File: config.mk
export PLATFORM = sky130hd
export DESIGN_NAME = cheri_instr_encoder
export DESIGN_NICKNAME = d
export VERILOG_FILES = /design/src/rtl/cheri_pkg.sv /design/src/rtl/cheri_instr_pack.sv /design/src/rtl/cheri_instr_encoder.sv
export SDC_FILE = /design/constraint.sdc
export NUM_CORES = 1
export LEC_CHECK = 0
export ABC_AREA = 1
export CORE_ASPECT_RATIO = 1.75
export CORE_UTILIZATION = 54
export DETAILED_ROUTE_END_ITERATION = 16
export MAX_ROUTING_LAYER = met4
export PLACE_DENSITY = 0.81
export SETUP_SLACK_MARGIN = 0.05
export SLEW_MARGIN = 0
export SYNTH_ARGS = -nofsm -noshare
export SYNTH_HDL_FRONTEND = slang
export SYNTH_SLANG_ARGS = --single-unit
export TNS_END_PERCENT = 50
File: constraint.sdc
create_clock -name clk_i -period 3.2 [get_ports clk_i]
set_input_delay 0.64 -clock clk_i [delete_from_list [all_inputs] [get_ports clk_i]]
set_output_delay 0.64 -clock clk_i [all_outputs]
set_load 0.005 [all_outputs]
File: src/rtl/cheri_pkg.sv
// Shared types and encoding constants for the CHERI instruction encoder.
package cheri_pkg;

  // Major opcodes
  localparam logic [6:0] OPC_CHERI  = 7'h5b;
  localparam logic [6:0] OPC_AUIPCC = 7'h17;
  localparam logic [6:0] OPC_AUICGP = 7'h7b;
  localparam logic [6:0] OPC_CJALR  = 7'h67;
  localparam logic [6:0] OPC_CJAL   = 7'h6f;
  localparam logic [6:0] OPC_CLC    = 7'h03;
  localparam logic [6:0] OPC_CSC    = 7'h23;
  localparam logic [6:0] OPC_LUI    = 7'h37;
  localparam logic [6:0] OPC_ADDI   = 7'h13;

  // func7 for the three-register CHERI forms
  localparam logic [6:0] F7_CSPECIALRW     = 7'h01;
  localparam logic [6:0] F7_CSETBOUNDS     = 7'h08;
  localparam logic [6:0] F7_CSETBOUNDSEXACT = 7'h09;
  localparam logic [6:0] F7_CSEAL          = 7'h0b;
  localparam logic [6:0] F7_CUNSEAL        = 7'h0c;
  localparam logic [6:0] F7_CANDPERM       = 7'h0d;
  localparam logic [6:0] F7_CSETADDR       = 7'h10;
  localparam logic [6:0] F7_CINCADDR       = 7'h11;
  localparam logic [6:0] F7_CSUB           = 7'h14;
  localparam logic [6:0] F7_CSETHIGH       = 7'h16;
  localparam logic [6:0] F7_CTESTSUBSET    = 7'h20;
  localparam logic [6:0] F7_CSETEQUALEXACT = 7'h21;
  localparam logic [6:0] F7_UNARY          = 7'h7f;

  // Sub-functions carried in [24:20] of the unary form
  localparam logic [4:0] SUB_GETPERM  = 5'h00;
  localparam logic [4:0] SUB_GETTYPE  = 5'h01;
  localparam logic [4:0] SUB_GETBASE  = 5'h02;
  localparam logic [4:0] SUB_GETLEN   = 5'h03;
  localparam logic [4:0] SUB_GETTAG   = 5'h04;
  localparam logic [4:0] SUB_CRRL     = 5'h08;
  localparam logic [4:0] SUB_CRAM     = 5'h09;
  localparam logic [4:0] SUB_CMOVE    = 5'h0a;
  localparam logic [4:0] SUB_CLEARTAG = 5'h0b;
  localparam logic [4:0] SUB_GETADDR  = 5'h0f;
  localparam logic [4:0] SUB_GETHIGH  = 5'h17;
  localparam logic [4:0] SUB_GETTOP   = 5'h18;

  typedef enum logic [5:0] {
    OP_CSPECIALRW     = 6'd0,
    OP_CSETBOUNDS     = 6'd1,
    OP_CSETBOUNDSEXACT = 6'd2,
    OP_CSEAL          = 6'd3,
    OP_CUNSEAL        = 6'd4,
    OP_CANDPERM       = 6'd5,
    OP_CSETADDR       = 6'd6,
    OP_CINCADDR       = 6'd7,
    OP_CSUB           = 6'd8,
    OP_CSETHIGH       = 6'd9,
    OP_CTESTSUBSET    = 6'd10,
    OP_CSETEQUALEXACT = 6'd11,
    OP_CGETPERM       = 6'd12,
    OP_CGETTYPE       = 6'd13,
    OP_CGETBASE       = 6'd14,
    OP_CGETLEN        = 6'd15,
    OP_CGETTAG        = 6'd16,
    OP_CRRL           = 6'd17,
    OP_CRAM           = 6'd18,
    OP_CMOVE          = 6'd19,
    OP_CCLEARTAG      = 6'd20,
    OP_CGETADDR       = 6'd21,
    OP_CGETHIGH       = 6'd22,
    OP_CGETTOP        = 6'd23,
    OP_CINCADDRIMM    = 6'd24,
    OP_CSETBOUNDSIMM  = 6'd25,
    OP_AUIPCC         = 6'd26,
    OP_AUICGP         = 6'd27,
    OP_CJALR          = 6'd28,
    OP_CJAL           = 6'd29,
    OP_CLC            = 6'd30,
    OP_CSC            = 6'd31
  } cheri_enc_op_e;

  // Which word of a request the packer should form
  typedef enum logic [1:0] {
    PH_FIRST = 2'd0,
    PH_ADDI  = 2'd1,
    PH_MAIN  = 2'd2
  } cheri_phase_e;

  typedef enum logic [1:0] {
    ST_IDLE      = 2'd0,
    ST_EMIT_LUI  = 2'd1,
    ST_EMIT_ADDI = 2'd2,
    ST_EMIT_MAIN = 2'd3
  } cheri_state_e;

  function automatic logic [31:0] enc_r(input logic [6:0] f7, input logic [4:0] rs2,
                                        input logic [4:0] rs1, input logic [2:0] f3,
                                        input logic [4:0] rd, input logic [6:0] opc);
    return {f7, rs2, rs1, f3, rd, opc};
  endfunction

  function automatic logic [31:0] enc_i(input logic [11:0] imm, input logic [4:0] rs1,
                                        input logic [2:0] f3, input logic [4:0] rd,
                                        input logic [6:0] opc);
    return {imm, rs1, f3, rd, opc};
  endfunction

endpackage

File: src/rtl/cheri_instr_pack.sv
// Combinational word former: one request plus a phase select gives one 32-bit word.
module cheri_instr_pack
  import cheri_pkg::*;
#(
  parameter logic [4:0] ScratchReg = 5'd31
) (
  input  cheri_enc_op_e      op_i,
  input  logic [4:0]         rd_i,
  input  logic [4:0]         rs1_i,
  input  logic [4:0]         rs2_i,
  input  logic signed [20:0] imm_i,
  input  cheri_phase_e       phase_i,
  output logic [31:0]        word_o,
  output logic               err_o,
  output logic               expand_o
);

  logic        fits12;
  logic [31:0] lui_sum;

  // Immediate fits a signed 12-bit field when bits [20:11] are pure sign extension
  assign fits12 = (imm_i[20:11] == {10{imm_i[11]}});

  // Select encoding per op; illegal requests collapse to an all-zero word
  always_comb begin
    word_o   = '0;
    err_o    = 1'b0;
    expand_o = 1'b0;
    // Rounded upper part so the following ADDI's sign-extended low part lands exactly
    lui_sum  = {11'b0, imm_i} + 32'h0000_0800;
    case (op_i)
      OP_CSPECIALRW:      word_o = enc_r(F7_CSPECIALRW, rs2_i, rs1_i, 3'b000, rd_i, OPC_CHERI);
      OP_CSETBOUNDS:      word_o = enc_r(F7_CSETBOUNDS, rs2_i, rs1_i, 3'b000, rd_i, OPC_CHERI);
      OP_CSETBOUNDSEXACT: word_o = enc_r(F7_CSETBOUNDSEXACT, rs2_i, rs1_i, 3'b000, rd_i, OPC_CHERI);
      OP_CSEAL:           word_o = enc_r(F7_CSEAL, rs2_i, rs1_i, 3'b000, rd_i, OPC_CHERI);
      OP_CUNSEAL:         word_o = enc_r(F7_CUNSEAL, rs2_i, rs1_i, 3'b000, rd_i, OPC_CHERI);
      OP_CANDPERM:        word_o = enc_r(F7_CANDPERM, rs2_i, rs1_i, 3'b000, rd_i, OPC_CHERI);
      OP_CSETADDR:        word_o = enc_r(F7_CSETADDR, rs2_i, rs1_i, 3'b000, rd_i, OPC_CHERI);
      OP_CINCADDR:        word_o = enc_r(F7_CINCADDR, rs2_i, rs1_i, 3'b000, rd_i, OPC_CHERI);
      OP_CSUB:            word_o = enc_r(F7_CSUB, rs2_i, rs1_i, 3'b000, rd_i, OPC_CHERI);
      OP_CSETHIGH:        word_o = enc_r(F7_CSETHIGH, rs2_i, rs1_i, 3'b000, rd_i, OPC_CHERI);
      OP_CTESTSUBSET:     word_o = enc_r(F7_CTESTSUBSET, rs2_i, rs1_i, 3'b000, rd_i, OPC_CHERI);
      OP_CSETEQUALEXACT:  word_o = enc_r(F7_CSETEQUALEXACT, rs2_i, rs1_i, 3'b000, rd_i, OPC_CHERI);
      OP_CGETPERM:        word_o = enc_r(F7_UNARY, SUB_GETPERM, rs1_i, 3'b000, rd_i, OPC_CHERI);
      OP_CGETTYPE:        word_o = enc_r(F7_UNARY, SUB_GETTYPE, rs1_i, 3'b000, rd_i, OPC_CHERI);
      OP_CGETBASE:        word_o = enc_r(F7_UNARY, SUB_GETBASE, rs1_i, 3'b000, rd_i, OPC_CHERI);
      OP_CGETLEN:         word_o = enc_r(F7_UNARY, SUB_GETLEN, rs1_i, 3'b000, rd_i, OPC_CHERI);
      OP_CGETTAG:         word_o = enc_r(F7_UNARY, SUB_GETTAG, rs1_i, 3'b000, rd_i, OPC_CHERI);
      OP_CRRL:            word_o = enc_r(F7_UNARY, SUB_CRRL, rs1_i, 3'b000, rd_i, OPC_CHERI);
      OP_CRAM:            word_o = enc_r(F7_UNARY, SUB_CRAM, rs1_i, 3'b000, rd_i, OPC_CHERI);
      OP_CMOVE:           word_o = enc_r(F7_UNARY, SUB_CMOVE, rs1_i, 3'b000, rd_i, OPC_CHERI);
      OP_CCLEARTAG:       word_o = enc_r(F7_UNARY, SUB_CLEARTAG, rs1_i, 3'b000, rd_i, OPC_CHERI);
      OP_CGETADDR:        word_o = enc_r(F7_UNARY, SUB_GETADDR, rs1_i, 3'b000, rd_i, OPC_CHERI);
      OP_CGETHIGH:        word_o = enc_r(F7_UNARY, SUB_GETHIGH, rs1_i, 3'b000, rd_i, OPC_CHERI);
      OP_CGETTOP:         word_o = enc_r(F7_UNARY, SUB_GETTOP, rs1_i, 3'b000, rd_i, OPC_CHERI);
      OP_CINCADDRIMM: begin
        err_o  = ~fits12;
        word_o = enc_i(imm_i[11:0], rs1_i, 3'b001, rd_i, OPC_CHERI);
      end
      OP_CSETBOUNDSIMM: begin
        if (imm_i[20]) begin
          err_o = 1'b1;
        end else if (imm_i[19:12] != 8'd0) begin
          // Too wide for the 12-bit field: build the length in the scratch register
          expand_o = 1'b1;
          err_o    = (rs1_i == ScratchReg);
          case (phase_i)
            PH_FIRST: word_o = (lui_sum & 32'hFFFF_F000) | {20'b0, ScratchReg, OPC_LUI};
            PH_ADDI:  word_o = enc_i(imm_i[11:0], ScratchReg, 3'b000, ScratchReg, OPC_ADDI);
            default:  word_o = enc_r(F7_CSETBOUNDS, ScratchReg, rs1_i, 3'b000, rd_i, OPC_CHERI);
          endcase
        end else begin
          word_o = enc_i(imm_i[11:0], rs1_i, 3'b010, rd_i, OPC_CHERI);
        end
      end
      OP_AUIPCC: word_o = {imm_i[19:0], rd_i, OPC_AUIPCC};
      OP_AUICGP: word_o = {imm_i[19:0], rd_i, OPC_AUICGP};
      OP_CJALR: begin
        err_o  = ~fits12;
        word_o = enc_i(imm_i[11:0], rs1_i, 3'b000, rd_i, OPC_CJALR);
      end
      OP_CJAL: begin
        err_o  = imm_i[0];
        word_o = {imm_i[20], imm_i[10:1], imm_i[11], imm_i[19:12], rd_i, OPC_CJAL};
      end
      OP_CLC: begin
        err_o  = ~fits12;
        word_o = enc_i(imm_i[11:0], rs1_i, 3'b011, rd_i, OPC_CLC);
      end
      OP_CSC: begin
        err_o  = ~fits12;
        word_o = {imm_i[11:5], rs2_i, rs1_i, 3'b011, imm_i[4:0], OPC_CSC};
      end
      default: err_o = 1'b1;
    endcase
    if (err_o) begin
      word_o   = '0;
      expand_o = 1'b0;
    end
  end

endmodule

File: src/rtl/cheri_instr_encoder.sv
// CHERI instruction encoder: request handshake in, one registered word per output handshake.
//
//   state        | meaning
//   ST_IDLE      | output register empty or holding a single-word result
//   ST_EMIT_LUI  | output register holds LUI of a 3-word CSetBoundsImm expansion
//   ST_EMIT_ADDI | output register holds the ADDI of the expansion
//   ST_EMIT_MAIN | output register holds the final CSetBounds of the expansion
module cheri_instr_encoder
  import cheri_pkg::*;
#(
  parameter logic [4:0] ScratchReg = 5'd31
) (
  input  logic               clk_i,
  input  logic               rst_ni,
  input  logic               req_valid_i,
  output logic               req_ready_o,
  input  cheri_enc_op_e      req_op_i,
  input  logic [4:0]         req_rd_i,
  input  logic [4:0]         req_rs1_i,
  input  logic [4:0]         req_rs2_i,
  input  logic signed [20:0] req_imm_i,
  output logic               instr_valid_o,
  input  logic               instr_ready_i,
  output logic [31:0]        instr_o,
  output logic               instr_err_o,
  input  logic               flush_i,
  output logic [15:0]        count_o
);

  cheri_state_e       state_q, state_d;
  logic               valid_q, valid_d;
  logic [31:0]        instr_q, instr_d;
  logic               err_q, err_d;
  logic [15:0]        count_q;
  cheri_enc_op_e      op_q;
  logic [4:0]         rd_q, rs1_q;
  logic signed [20:0] imm_q;

  logic               in_idle, out_hs, accept;
  cheri_enc_op_e      pk_op;
  logic [4:0]         pk_rd, pk_rs1;
  logic signed [20:0] pk_imm;
  cheri_phase_e       pk_phase;
  logic [31:0]        pk_word;
  logic               pk_err, pk_expand;

  assign in_idle     = (state_q == ST_IDLE);
  assign out_hs      = valid_q & instr_ready_i;
  assign req_ready_o = in_idle & (~valid_q | instr_ready_i) & ~flush_i;
  assign accept      = req_valid_i & req_ready_o;

  // Live request feeds the packer in IDLE; the captured request feeds later expansion words
  always_comb begin
    pk_op    = req_op_i;
    pk_rd    = req_rd_i;
    pk_rs1   = req_rs1_i;
    pk_imm   = req_imm_i;
    pk_phase = PH_FIRST;
    if (!in_idle) begin
      pk_op    = op_q;
      pk_rd    = rd_q;
      pk_rs1   = rs1_q;
      pk_imm   = imm_q;
      pk_phase = (state_q == ST_EMIT_LUI) ? PH_ADDI : PH_MAIN;
    end
  end

  cheri_instr_pack #(
    .ScratchReg(ScratchReg)
  ) u_pack (
    .op_i    (pk_op),
    .rd_i    (pk_rd),
    .rs1_i   (pk_rs1),
    .rs2_i   (req_rs2_i),
    .imm_i   (pk_imm),
    .phase_i (pk_phase),
    .word_o  (pk_word),
    .err_o   (pk_err),
    .expand_o(pk_expand)
  );

  // Next state and output-register contents
  always_comb begin
    state_d = state_q;
    valid_d = valid_q;
    instr_d = instr_q;
    err_d   = err_q;
    if (flush_i) begin
      state_d = ST_IDLE;
      valid_d = 1'b0;
    end else begin
      case (state_q)
        ST_IDLE: begin
          if (accept) begin
            valid_d = 1'b1;
            instr_d = pk_word;
            err_d   = pk_err;
            if (pk_expand) state_d = ST_EMIT_LUI;
          end else if (out_hs) begin
            valid_d = 1'b0;
          end
        end
        ST_EMIT_LUI: begin
          if (out_hs) begin
            instr_d = pk_word;
            err_d   = 1'b0;
            state_d = ST_EMIT_ADDI;
          end
        end
        ST_EMIT_ADDI: begin
          if (out_hs) begin
            instr_d = pk_word;
            err_d   = 1'b0;
            state_d = ST_EMIT_MAIN;
          end
        end
        default: begin
          if (out_hs) begin
            valid_d = 1'b0;
            state_d = ST_IDLE;
          end
        end
      endcase
    end
  end

  // State, output register and delivered-word counter
  always_ff @(posedge clk_i or negedge rst_ni) begin
    if (!rst_ni) begin
      state_q <= ST_IDLE;
      valid_q <= 1'b0;
      instr_q <= '0;
      err_q   <= 1'b0;
      count_q <= '0;
    end else begin
      state_q <= state_d;
      valid_q <= valid_d;
      instr_q <= instr_d;
      err_q   <= err_d;
      if (out_hs && !flush_i && count_q != 16'hFFFF) count_q <= count_q + 16'd1;
    end
  end

  // Hold the accepted request for the remaining expansion words
  always_ff @(posedge clk_i or negedge rst_ni) begin
    if (!rst_ni) begin
      op_q  <= OP_CSPECIALRW;
      rd_q  <= '0;
      rs1_q <= '0;
      imm_q <= '0;
    end else if (accept) begin
      op_q  <= req_op_i;
      rd_q  <= req_rd_i;
      rs1_q <= req_rs1_i;
      imm_q <= req_imm_i;
    end
  end

  assign instr_valid_o = valid_q;
  assign instr_o       = instr_q;
  assign instr_err_o   = err_q;
  assign count_o       = count_q;

endmodule

==> results.tsv <==
metric	value	unit
finalNonFillerCells	1030	
htree_num_levels	3	
yosys_warnings	0	
outcome	completed	
antenna_found_initial	0	
arrival	3250	ps
synthArstFlopShare	100.0	%
clock_skew	16.61	ps
timing.final.ws_setup	186.4	ps
yosysSeqAreaShare	39.23	%
grt_max_degree	89	
wl_per_cell	17.79	um
synth_seq_cells	88	
final_cell_mix	nand2_1, clkdlybuf4s50_1, dfrtp_1, inv_1, o21ai_0	
globalRouteOverflowTotal	0	
dieArea	0.01082	mm2
first_pass_iters	5	
crit_end	instr_o[10]$_DFFE_PN0P_	
rsz0062_at_grt	no	
io_buffers	97	
dieWidth	79.07	um
critPathCaptureType	flip-flop	
synth_cell_type_count	44	
synthesis.nets	861	
area_growth	23.61	%
startpoint	state_q[0]$_DFFE_PN0P_	
required	3430	ps
start_util	56.30	%
dp.cells	1013	
r2r-end	instr_o[10]$_DFFE_PN0P_	
postRouteAntennaNets	0	
cellPowerDensity	1019	mW/mm2
peakVddDrop	680.3	uV
worstMarginPinSlew	1106	ps
grt_pass1_wl	28040	um
cts_hold_buf	0	
coreArea	0.009970	mm2
clkSinkCount	88	
drv_cap	0	
drive_gt1_share	7.845	%
cts_tree	built	
syn_avg_cell_area	6.947	um2
postSynthCellCount	808	
wirelength	18330	um
synthFlopType	dfrtp_1	
track_usage	35.81	%
dieHeight	136.9	um
final_common_cell	nand2_1	
via_per_inst	5.627	
dp_slack	247.3	ps
num_antenna_cells	0	
timing.slew.headroom	26.28	%
clkSlewWorstSetupHoldPaths	80	ps
synth_edf_count	0	
grt_pass1_vias	5515	
drc_errors	0	
utilization	69.59	%
floorplan.rows	48	
gp_congestion	0.9983	
min_period_over_period	94.17	%
worstSetupPathType	flip-flop to flip-flop	
first_iter_violations	569	
insertion_delay	350	ps
hold_class	flip-flop to flip-flop	
hp-start	instr_o[14]$_DFFE_PN0P_	
min_period	3014	ps
fmax	331.8	MHz
power_leakage	3.520	nW
fin_setup_tns	0	ps
cts_buffers	9	
hold_violations	0	
place_area	0.006644	mm2
pin_count	98	
r2r_slack	190	ps
p_total	7.069	mW
path_max_fanout	23	
clockRootBuffer	clkbuf_16	
setup_violations	0	
num_vias	5796	
final_nets	953	
design_area	0.006938	mm2
dp_hpwl	14220	um
startpoint_type	flip-flop	
fillCellCount	847	
slew_viol_final	0	
whs	491.5	ps
clockBufferDepth	2	
worstRegToRegCells	13	
syn-cell-area	0.005613	mm2
r2r-start	state_q[0]$_DFFE_PN0P_	
## area by class of cell
type                    count  area [um2]  area share (%)
clock buffers              10       229.0           3.300
clock inverters             6       51.30          0.7394
inverters                  98       370.4           5.338
multi-input cells         596        2885           41.59
flip-flops and latches     88        2202           31.74
well taps                 125       156.4           2.254
repair buffers            107        1044           15.04
## cells by family (layout without fill, tap and decap cells)
| group | after synthesis | after routing | share of synthesized area, % |
|---|---|---|---|
| fa+ha+maj | 6 | 6 | 1.337 |
| xor+xnor | 18 | 18 | 2.809 |
| compound gates | 129 | 129 | 12.93 |
| simple gates | 439 | 440 | 33.39 |
| mux | 3 | 3 | 0.6018 |
| flops | 88 | 88 | 39.23 |
| buf+inv | 125 | 221 | 9.697 |
## cells in the mapped netlist, types with 2 or more instances
cell type    n  share of area, %
o211ai_1     5              0.67
nor2_8       2              0.71
clkbuf_1    10              0.67
nand2_2     12               1.3
inv_2       11              0.74
o21a_1       2              0.27
o22ai_1      3              0.33
inv_1       86               5.8
a211oi_1     5              0.67
nand3b_1     3              0.40
nand2_1    299                20
o21ai_1     10              0.89
nand4_1     12               1.3
nor3_1      11              0.98
o221ai_1     4              0.62
o21ai_0     64               5.7
dfrtp_1     88                39
nand2_4      2              0.40
buf_4        4              0.54
mux2_2       3              0.60
nor2_1      57               3.8
buf_2        7              0.62
xor2_1      12               1.9
nor2_2       4              0.45
xnor2_1      6              0.94
ha_1         6               1.3
a31oi_1      6              0.67
o21ai_2      2              0.31
nand3_1     31               2.8
a21oi_1     23               2.1
buf_6        5               1.0
## routing by layer
layer	wire [um]	global-route usage, %	up-vias	share of wire [%]
met1	6818	38.19	2686	37
met4	813	18.18	0	4.4
li1	-	-	2765	-
met2	9741	63.27	275	53
met3	952	5.533	70	5.2
met5	0	-	-	0
## sequential cells by signal, summed over array words and instances (netlist names), 2 cells and up
signal	flops
instr_o	31
imm_q	21
count_o	16
op_q	6
rd_q	5
rs1_q	5
state_q	2
## what timing repair did
item | 4_1_cts | 5_1_grt
endpoints found under the setup margin | 0 | 6
resized for setup | 0 | 1
setup buffers | 0 | 0
## critical path, stage by stage (launching register included)
cell and delay [ps]:
dfrtp_1 430, inv_1 90, ha_2 280, inv_4 250
nand2_1 110, nand2_2 210, inv_2 60, buf_4 160
o21ai_0 620, nand3_1 270, nand2_1 130, nand3_1 100
nand2_1 100, nand2_1 70
## how the worst min path moves through the flow
stage | to | slack [ps] | cells after the start
after floorplan | count_o[0]$_DFFE_PN0P_ | 340 | 0
after global placement | imm_q[10]$_DFFE_PN0P_ | 470 | 2
after detailed placement | instr_o[14]$_DFFE_PN0P_ | 470 | 2
after CTS | instr_o[14]$_DFFE_PN0P_ | 490 | 2
after global routing | instr_o[16]$_DFFE_PN0P_ | 510 | 2
final | instr_o[14]$_DFFE_PN0P_ | 490 | 2
## report_power, final
part | internal, mW | switching, mW
registers | 1.53 | 0.265
logic | 1.40 | 2.86
clock network | 0.537 | 0.484
total | 3.46 | 3.60
Power figures use the tool's default switching activity.
